## src/rtl/uart_alici_tampon.sv

```systemverilog
// uart_alici_tampon
//   Receive-side byte FIFO that sits directly after the UART receiver. Each
//   alinan_gecerli_i cycle writes one byte. The read side is a show-ahead
//   valid/ready port, so the head word is always visible on veri_o. The block
//   also reports empty, full, occupancy and a sticky overrun flag.
// Ports
//   clk_i, rstn_i     clock (rising edge) and asynchronous active-low reset
//   alinan_veri_i     received byte
//   alinan_gecerli_i  write strobe (one write per high cycle)
//   veri_o            head-of-FIFO word (0 while empty)
//   veri_gecerli_o    veri_o holds valid data
//   veri_hazir_i      consumer ready; pop on valid & ready
//   bos_o / dolu_o    empty / full
//   doluluk_o         word count 0..DERINLIK
//   tasma_o           sticky overrun flag
//   tasma_temizle_i   clears tasma_o
//   bosalt_i          synchronous flush
module uart_alici_tampon #(
  parameter int VERI_BIT  = 8,
  parameter int DERINLIK  = 16,
  parameter int ADRES_BIT = $clog2(DERINLIK)
) (
  input  logic                clk_i,
  input  logic                rstn_i,
  input  logic [VERI_BIT-1:0] alinan_veri_i,
  input  logic                alinan_gecerli_i,
  output logic [VERI_BIT-1:0] veri_o,
  output logic                veri_gecerli_o,
  input  logic                veri_hazir_i,
  output logic                bos_o,
  output logic                dolu_o,
  output logic [ADRES_BIT:0]  doluluk_o,
  output logic                tasma_o,
  input  logic                tasma_temizle_i,
  input  logic                bosalt_i
);

  localparam logic [ADRES_BIT:0] DOLU_SAYI = (ADRES_BIT+1)'(DERINLIK);

  logic [VERI_BIT-1:0]  mem [DERINLIK];
  logic [ADRES_BIT-1:0] yaz_ptr, oku_ptr;
  logic [ADRES_BIT:0]   sayac;
  logic                 push, pop, tasma_olay;

  assign bos_o          = (sayac == '0);
  assign dolu_o         = (sayac == DOLU_SAYI);
  assign doluluk_o      = sayac;
  assign veri_gecerli_o = !bos_o;

  assign pop  = veri_gecerli_o && veri_hazir_i;
  // A pop in the same cycle frees a slot, so a write into a full FIFO is
  // still accepted.
  assign push = alinan_gecerli_i && (!dolu_o || pop);
  // The overrun is independent of the flush. A flush in the same cycle still
  // records the lost byte.
  assign tasma_olay = alinan_gecerli_i && dolu_o && !pop;

  // Show-ahead read from the registered pointer. Force zero while empty so
  // stale storage is never exposed.
  assign veri_o = bos_o ? '0 : mem[oku_ptr];

  // Storage has no reset. The flush also blocks the write.
  always_ff @(posedge clk_i) begin
    if (push && !bosalt_i) mem[yaz_ptr] <= alinan_veri_i;
  end

  always_ff @(posedge clk_i or negedge rstn_i) begin
    if (!rstn_i) begin
      yaz_ptr <= '0;
      oku_ptr <= '0;
      sayac   <= '0;
    end else if (bosalt_i) begin
      yaz_ptr <= '0;
      oku_ptr <= '0;
      sayac   <= '0;
    end else begin
      if (push) yaz_ptr <= yaz_ptr + ADRES_BIT'(1);
      if (pop)  oku_ptr <= oku_ptr + ADRES_BIT'(1);
      case ({push, pop})
        2'b10:   sayac <= sayac + (ADRES_BIT+1)'(1);
        2'b01:   sayac <= sayac - (ADRES_BIT+1)'(1);
        default: sayac <= sayac;
      endcase
    end
  end

  // A new overrun wins over a clear in the same cycle.
  always_ff @(posedge clk_i or negedge rstn_i) begin
    if (!rstn_i)              tasma_o <= 1'b0;
    else if (tasma_olay)      tasma_o <= 1'b1;
    else if (tasma_temizle_i) tasma_o <= 1'b0;
  end

endmodule
```

## config.mk

```make
export PLATFORM = sky130hd
export DESIGN_NAME = uart_alici_tampon
export DESIGN_NICKNAME = d
export VERILOG_FILES = /design/src/rtl/uart_alici_tampon.sv
export SDC_FILE = /design/constraint.sdc
export NUM_CORES = 1
export LEC_CHECK = 0
export ABC_CLOCK_PERIOD_IN_PS = 2300
export CAP_MARGIN = 15
export CORE_MARGIN = 4
export CORE_UTILIZATION = 50
export DETAILED_ROUTE_END_ITERATION = 16
export DONT_BUFFER_PORTS = 1
export GPL_TIMING_DRIVEN = 0
export PLACE_DENSITY = 0.76
export SLEW_MARGIN = 20
export SYNTH_ARGS = -nofsm -noshare
export SYNTH_HDL_FRONTEND = slang
export SYNTH_SLANG_ARGS = --single-unit
export TNS_END_PERCENT = 100
```

## constraint.sdc

```tcl
create_clock -name clk_i -period 2.3 [get_ports clk_i]
set_input_delay 0.345 -clock clk_i [delete_from_list [all_inputs] [get_ports clk_i]]
set_output_delay 0.345 -clock clk_i [all_outputs]
set_load 0.1 [all_outputs]
```

* Yosys cells after proc, flatten, opt, wreduce, memory -nomap -nowiden
Memory sizes are Yosys's and may differ from the RTL's.
Index checks and enable logic that the tools add are counted.
** Storage, ports and cells
- Memories :: 1
- Word-level logic and storage cells :: 38
- Flip-flop bits (word level) :: 14
- Memory bits (writable) :: 128
** Memories
- mem :: words 16, bits a word 8, read ports 1, clocked after memory_dff 0, wr ports 1, RTL line 40 : logic [VERI_BIT-1:0] mem [DERINLIK];
** Operators by class
- Equality and inequality tests :: 3
- Multiplexer cells :: 11
- Add/subtract/negate cells :: 4
- Reductions and logical operators :: 15
** Operators with widths (count)
- $mux 4 :: 4
- $pmux 5 s2 :: 1
- $add 4x1->4 const B :: 2
- $mux 8 :: 1
- $reduce_bool 2->1 :: 3
- $add 5x1->5 const B :: 1
- $eq 5x5->1 const B :: 1
- $logic_and 1x1->1 :: 5
- $logic_not 5->1 :: 1
- $mux 5 :: 1
- $sub 5x1->5 const B :: 1
- $logic_not 1->1 :: 4
- $mux 1 :: 4
- $reduce_bool 3->1 :: 1
- $eq 2x1->1 const B :: 1
- $eq 2x2->1 const B :: 1
- $logic_or 1x1->1 :: 1

* Longest topological paths before layout
Gate-level depths: netlist of run 1.
- Depth after elaboration :: 8
- Gate-level depth with buffers :: 10

* Worst setup path before layout of run 1
Ideal clock, no wire load.
- Path type :: reg2out
- Start point :: register sayac[4] (netlist: doluluk_o[4])
- End point :: output veri_o[6]
- Data required time :: 1955 ps
- Data arrival time :: 4065 ps
- Path slack :: -2110 ps
- Buffers on the path :: 1
- Cell stages (with the launch flop) :: 6
- Cell sequence :: dfrtp_1 clkbuf_1 inv_1 nand2b_1 nand2_1 o22ai_1
** Between the ends
- Longest elaborated chain between the ends :: 2
** Ends and longest elaborated chain
- from (decl) :: RTL line 42 : logic [ADRES_BIT:0] sayac;
- from (signal assigned) :: RTL line 80 : 2'b10: sayac <= sayac + (ADRES_BIT+1)'(1);
- from (signal assigned) :: RTL line 81 : 2'b01: sayac <= sayac - (ADRES_BIT+1)'(1);
- from (signal assigned) :: RTL line 82 : default: sayac <= sayac;
- $logic_not 5->1 :: RTL line 45 : assign bos_o = (sayac == '0);
- $mux 8 :: RTL line 60 : assign veri_o = bos_o ? '0 : mem[oku_ptr];
- to (decl) :: RTL line 27 : output logic [VERI_BIT-1:0] veri_o,
No other way between the ends.

* Worst setup path in the final report of run 1
- Start point :: register sayac[0] (netlist: doluluk_o[0])
- End point :: output veri_o[7]
Same word-level chain as after synthesis.

==> results of run 1 <==
## layout make-up
| type | instances | area share |
|---|---|---|
| multi-input combinational | 150 | 0.268 |
| inverter | 11 | 0.00687 |
| tap | 143 | 0.0239 |
| sequential | 142 | 0.564 |
| clock buffer | 17 | 0.0569 |
| buffer | 17 | 0.0161 |
| timing repair buffer | 24 | 0.0332 |
| clock inverter | 15 | 0.0312 |
## cells in the mapped netlist, types with 3 or more instances
library cell	count
clkbuf_1	9
nor2_1	28
edfxtp_1	128
o22ai_1	8
nor2b_1	3
ha_1	8
a21oi_1	3
nand3_1	5
xor2_1	6
inv_1	11
dfrtp_1	14
nand2_1	6
buf_2	6
mux2_2	3
mux2i_1	19
o211ai_1	3
mux4_2	32
## critical path, delay by kind of cell (launching register included)
kind | cells | cell delay (ps)
DFF | 1 | 630
buffers and inverters | 1 | 170
AOI/OAI and AO/OA | 1 | 240
and+or+nand+nor | 3 | 1190
## repair_timing
item                       4_1_cts  5_1_grt
setup endpoints to repair      144      151
hold endpoints to repair        14        0
hold buffers                     1        0
resized for setup               59       26
pin swaps                       19       18
setup buffers                   15        8
## metal layers
layer  track usage  up-vias  wire, um
met1         0.246     1626      4790
met2         0.341      149      6910
li1              -     1363         -
met5             0        -         0
met3        0.0523       19       898
met4        0.0558        0       169
## power by group
group / total [mW] / internal [mW] / switching [mW] / leakage, nW
logic: 3.08 / 1.14 / 1.94 / 0.781
registers: 3.24 / 2.91 / 0.328 / 1.33
clock network: 3.03 / 1.94 / 1.08 / 0.313
## registers in the layout, summed over array words and instances, names as in the netlist
name	cells
doluluk_o	5
mem	128
oku_ptr	4
tasma_o	1
yaz_ptr	4
## cells by family (layout without fill, tap and decap cells)
| group | Yosys count | after routing | synth area share |
|---|---|---|---|
| XOR/XNOR | 7 | 7 | 0.0104 |
| flip-flops | 142 | 142 | 0.711 |
| AO/OA/AOI/OAI | 27 | 27 | 0.0352 |
| buffers and inverters | 28 | 84 | 0.0204 |
| AND/OR/NAND/NOR | 53 | 53 | 0.0420 |
| multiplexers | 54 | 54 | 0.160 |
| adder cells (fa/ha/maj) | 9 | 9 | 0.0204 |
## how the worst min path moves through the flow
stage | startpoint | end | slack (ps) | cells after the start
3_5_place_dp | rstn_i | yaz_ptr[0] | 50 | 0
6_report | alinan_veri_i[4] | mem[13][4] | 20 | 0
4_1_cts | alinan_veri_i[4] | mem[12][4] | 10 | 0
3_3_place_gp | rstn_i | yaz_ptr[0] | 50 | 0
5_1_grt | alinan_veri_i[2] | mem[11][2] | 6 | 0
2_1_floorplan | rstn_i | doluluk_o[2] | 50 | 0
## metrics by stage
step	worst slack [ps]	hold slack [ps]	power [mW]
floorplan	-393	49.4	5.56
global placement	-527	49.9	5.84
detailed placement	-534	49.8	5.89
CTS	-730	14.7	9.20
global route	-768	6.08	9.64
finish	-713	23.9	9.34
==> metrics.txt, run 1 <==
failing checks=setup timing; clock-pin slew on the worst setup and hold paths=~60 ps; remaining global-route overflow=0; maximum clock rate=0.332 GHz; Die Y=117 um; worst-path fanout max=8; Setup crit end=veri_o[7]; detailed-router iteration count before antenna repair=5; final estimated routing congestion in global placement=slightly below 0.8; Slew HR=0.396; Least-Margin Pin Slew=between 900 and 1000 ps; worst setup slack after layout=-713 ps; setup_tns=-41140 ps; Worst Setup SP=doluluk_o[0]; Hold Path Class=in2reg; max cap viols=0; Final Core Density=0.652; Cell variety after synth=40; R2R Path Start=doluluk_o[0]; initial antenna violation count=0; area grow syn2layout=26.7%; FF/Latch Area=4210 um^2; post-placement cell area=about 6300 um^2; Max Clock Skew=about 7.4 ps; Iter 0 DRT Violations=between 200 and 250; Worst Setup End Kind=output port; #FFs+latches synth=around 140; H-tree lvl count=4; # fillers=between 700 and 800; largest net degree at the start of global routing=17; vias=3157; Seq/Total Area, Yosys=0.711; PwrDens=~1300 nW/um^2; core box area=11500 um^2; Root Driver=clkbuf_16; n_diodes=0; first-pass GRT wire length=roughly 19000 um; Final nets=between 300 and 400; later-pin clock latency in the skew report=410 ps; Cell Count, Final, Fillers Out=between 500 and 600; worst endpoint required time=roughly 2000 ps; unrepaired setup endpoints after global routing=yes; total track usage=0.197; status=finished, violations left; cell mode on critical path=nand2b_4; Clock Sink Count=around 140; worst vdd ir=1240 uV; Top FF cell, synth=edfxtp_1; crit-path max cell delay=roughly 630 ps; commonest cells after routing, fill and taps aside=128 x edfxtp_1, 32 x mux4_2, 19 x mux2i_1; Residual DRC=0; share of the synthesized area in the top cell type=0.652; Synth Net Count=343; Die X=around 120 um; Slew Limit Fails=0; vias in the first global route=about 3300; Initial Util=0.514; Final Cell Area=7470 um^2; min cycle time layout=between 3000 and 4000 ps; Num CTS Buffers=17; number of routed nets with antenna violations=0; number of enable flip-flop cells after synthesis=roughly 130; largest area contributor in the netlist=edfxtp_1; placed insts=approximately 460; footprint of the multi-input gates=2000 um^2; Core Rows=39; Cell Chain, Critical Path=or4_4 > nand2b_4 > nand2b_4 > buf_12 > o22ai_4; Synth warnings=0; critical path startpoint category=register; Avg WL per Cell=around 25 um; CP max stage cell=dfrtp_4; leading cell type in the layout, fill and taps excluded=edfxtp_1; Static Leak=between 2 and 2.5 nW; DR vias/cell=just over 6; crit path kind=reg2out; HPWL after detailed placement=about 7200 um; die footprint=between 10000 and 15000 um^2; Mapped Area=slightly below 6000 um^2; Worst Reg2Reg Path Length in Cells=9; final setup vio count=between 150 and 200; FFs w/ async S/R, synth=0.0986; Routed WL=between 10000 and 15000 um; Final period util=1.31; setup slack, reg-to-reg=-660 ps; top cells by area, synth=edfxtp_1 65%, mux4_2 12%, dfrtp_1 5.9%; Syn Inst Count=320; WP data arrival=~2700 ps; Max Root-Sink Buffers=2; num ports=31; clock tree from TritonCTS=done; final hold vios=0; buffers added on ports=0; share of layout cells above drive strength 1=0.428; RR Endpoint=doluluk_o[4]; syn avg cell area=between 15 and 20 um^2
(Power assumes the default switching activity.)
==> run 2, diff against run 1 <==
Settings changed: CORE_UTILIZATION 50 to 57, PLACE_DENSITY 0.76 to 0.83, RECOVER_POWER set to 50.
==> metrics.txt, run 2 (synthesized netlist as in run 1, its figures left out) <==
HPWL after detailed placement=7390 um (was 7200 um); Worst Setup SP=doluluk_o[0] (unchanged); total track usage=0.223 (was 0.197); die footprint=12000 um^2 (was 13600 um^2); Final period util=1.35 (was 1.31); Initial Util=0.595 (was 0.514); Largest Register=mem (unchanged); Final Core Density=0.733 (was 0.652); Clock Sink Count=142 (unchanged); setup_tns=-35790 ps (was -41140 ps); Die X=110 um (was 117 um); Max Root-Sink Buffers=2 (unchanged); Hold Path Class=in2reg (unchanged); Worst Reg2Reg Path Length in Cells=9 (unchanged); final estimated routing congestion in global placement=0.793 (was 0.781); clock tree from TritonCTS=done (unchanged); n_diodes=0 (unchanged); area grow syn2layout=23.2% (was 26.7%); later-pin clock latency in the skew report=520 ps (was 410 ps); number of routed nets with antenna violations=0 (unchanged); largest net degree at the start of global routing=17 (unchanged); unrepaired setup endpoints after global routing=yes (unchanged); worst-path fanout max=8 (unchanged); Static Leak=2.36 nW (was 2.43 nW); worst vdd ir=1470 uV (was 1240 uV); Slew Limit Fails=0 (unchanged); buffers added on ports=0 (unchanged); leading cell type in the layout, fill and taps excluded=edfxtp_1 (unchanged); Die Y=110 um (was 117 um); vias in the first global route=3306 (was 3304); critical path startpoint category=register (unchanged); max FFs per register=128 (unchanged); core box area=9910 um^2 (was 11500 um^2); Root Driver=clkbuf_8 (was clkbuf_16); Residual DRC=0 (unchanged); failing checks=setup timing (unchanged); Iter 0 DRT Violations=232 (was 208); DR vias/cell=6.12 (was 6.08); Avg WL per Cell=24.3 um (was 24.6 um); commonest cells after routing, fill and taps aside=128 x edfxtp_1, 32 x mux4_2, 19 x mux2i_1 (unchanged); maximum clock rate=0.321 GHz (was 0.332 GHz); Num CTS Buffers=17 (unchanged); Routed WL=12300 um (was 12800 um); final setup vio count=146 (was 151); Core Rows=36 (was 39); max cap viols=0 (unchanged); status=finished, violations left (unchanged); clock-pin slew on the worst setup and hold paths=60 ps (about the same); setup slack, reg-to-reg=-640 ps (was -660 ps); remaining global-route overflow=0 (unchanged); detailed-router iteration count before antenna repair=5 (unchanged); H-tree lvl count=4 (unchanged); min cycle time layout=3110 ps (was 3010 ps); final hold vios=0 (unchanged); share of layout cells above drive strength 1=0.379 (was 0.428); Setup crit end=veri_o[7] (unchanged); vias=3111 (was 3157); PnR Total Power=8.74 mW (was 9.34 mW); worst endpoint required time=1960 ps (about the same); Final nets=386 (unchanged); PwrDens=1200 nW/um^2 (was 1250 nW/um^2); num ports=31 (unchanged); Slew HR=0.274 (was 0.396); crit path kind=reg2out (unchanged); first-pass GRT wire length=18700 um (was 19100 um); WP data arrival=2770 ps (was 2670 ps); initial antenna violation count=0 (unchanged); Least-Margin Pin Slew=1090 ps (was 907 ps); worst setup slack after layout=-815 ps (was -713 ps); R2R Path Start=doluluk_o[0] (unchanged); Worst Setup End Kind=output port (unchanged); RR Endpoint=doluluk_o[4] (unchanged); Max Clock Skew=11.3 ps (was 7.38 ps)
-- run 2: cell types whose count changed in the layout (fill, tap and decap cells not counted), moves of 3 or more --
| cell | delta |
|---|---|
| clkinvlp_4 | -3 |
| clkinv_2 | +3 |
| bufinv_16 | -3 |
| nor2_2 | +5 |
| dlygate4sd3_1 | +9 |
| nor2_4 | -5 |
| buf_6 | -5 |
-- run 2: layout make-up --
cell class / instances / area (um^2)
Timing Repair Buffer: 24 / 235
Sequential cell: 142 / 4210
Tap cell: 133 / 166
Fill cell: 569 / 2640
Inverter: 11 / 50.0
Clock buffer: 19 / 422
Buffer: 17 / 115
Clock inverter: 12 / 121
Multi-Input combinational cell: 150 / 1940
-- run 2: power by group --
part	switching [mW]	total [mW]	internal, mW	leakage (nW)
Combinational	1.91	3.00	1.08	0.757
Clock	0.983	2.51	1.52	0.267
Sequential	0.324	3.23	2.91	1.33
-- run 2: timing repair --
action	CTS	global route
gates resized for setup	47	19
pin swaps	17	8
endpoints found under the hold margin	143	0
hold buffers	10	0
setup endpoints to repair	145	147
buffers inserted	7	8
-- run 2: stage by stage --
step / worst slack, ps / hold WS (ps) / area, um^2 / std cells
finish: -815 / 112 / 7270 / 508
detailed placement: -525 / 49.8 / 6270 / 453
CTS: -838 / 92.8 / 7140 / 501
global route: -886 / 120 / 7270 / 508
global placement: -513 / 49.8 / 6270 / 453
floorplan: -393 / 49.4 / 6100 / 320
-- run 2: worst max-delay path, stage by stage, from the launching register on --
cell	delay (ps)
dfrtp_4	630
or4_4	620
nand2b_4	390
nand2b_4	180
buf_12	170
o22ai_4	240
-- run 2: layer usage --
metal	wire, um	global-route usage	up-vias
met4	246	0.0677	0
met1	4890	0.292	1595
met3	793	0.0570	26
met5	0	0	-
li1	-	-	1358
met2	6410	0.372	132
-- run 2: how the worst min path moves through the flow --
stage / depth (start not counted) / end / slack, ps / start
after floorplan: 0 / doluluk_o[2] / 50 / rstn_i
after global placement: 0 / yaz_ptr[0] / 50 / rstn_i
after detailed placement: 0 / yaz_ptr[1] / 50 / rstn_i
after CTS: 2 / tasma_o / 90 / veri_hazir_i
after global routing: 2 / tasma_o / 120 / veri_hazir_i
final: 2 / tasma_o / 110 / veri_hazir_i
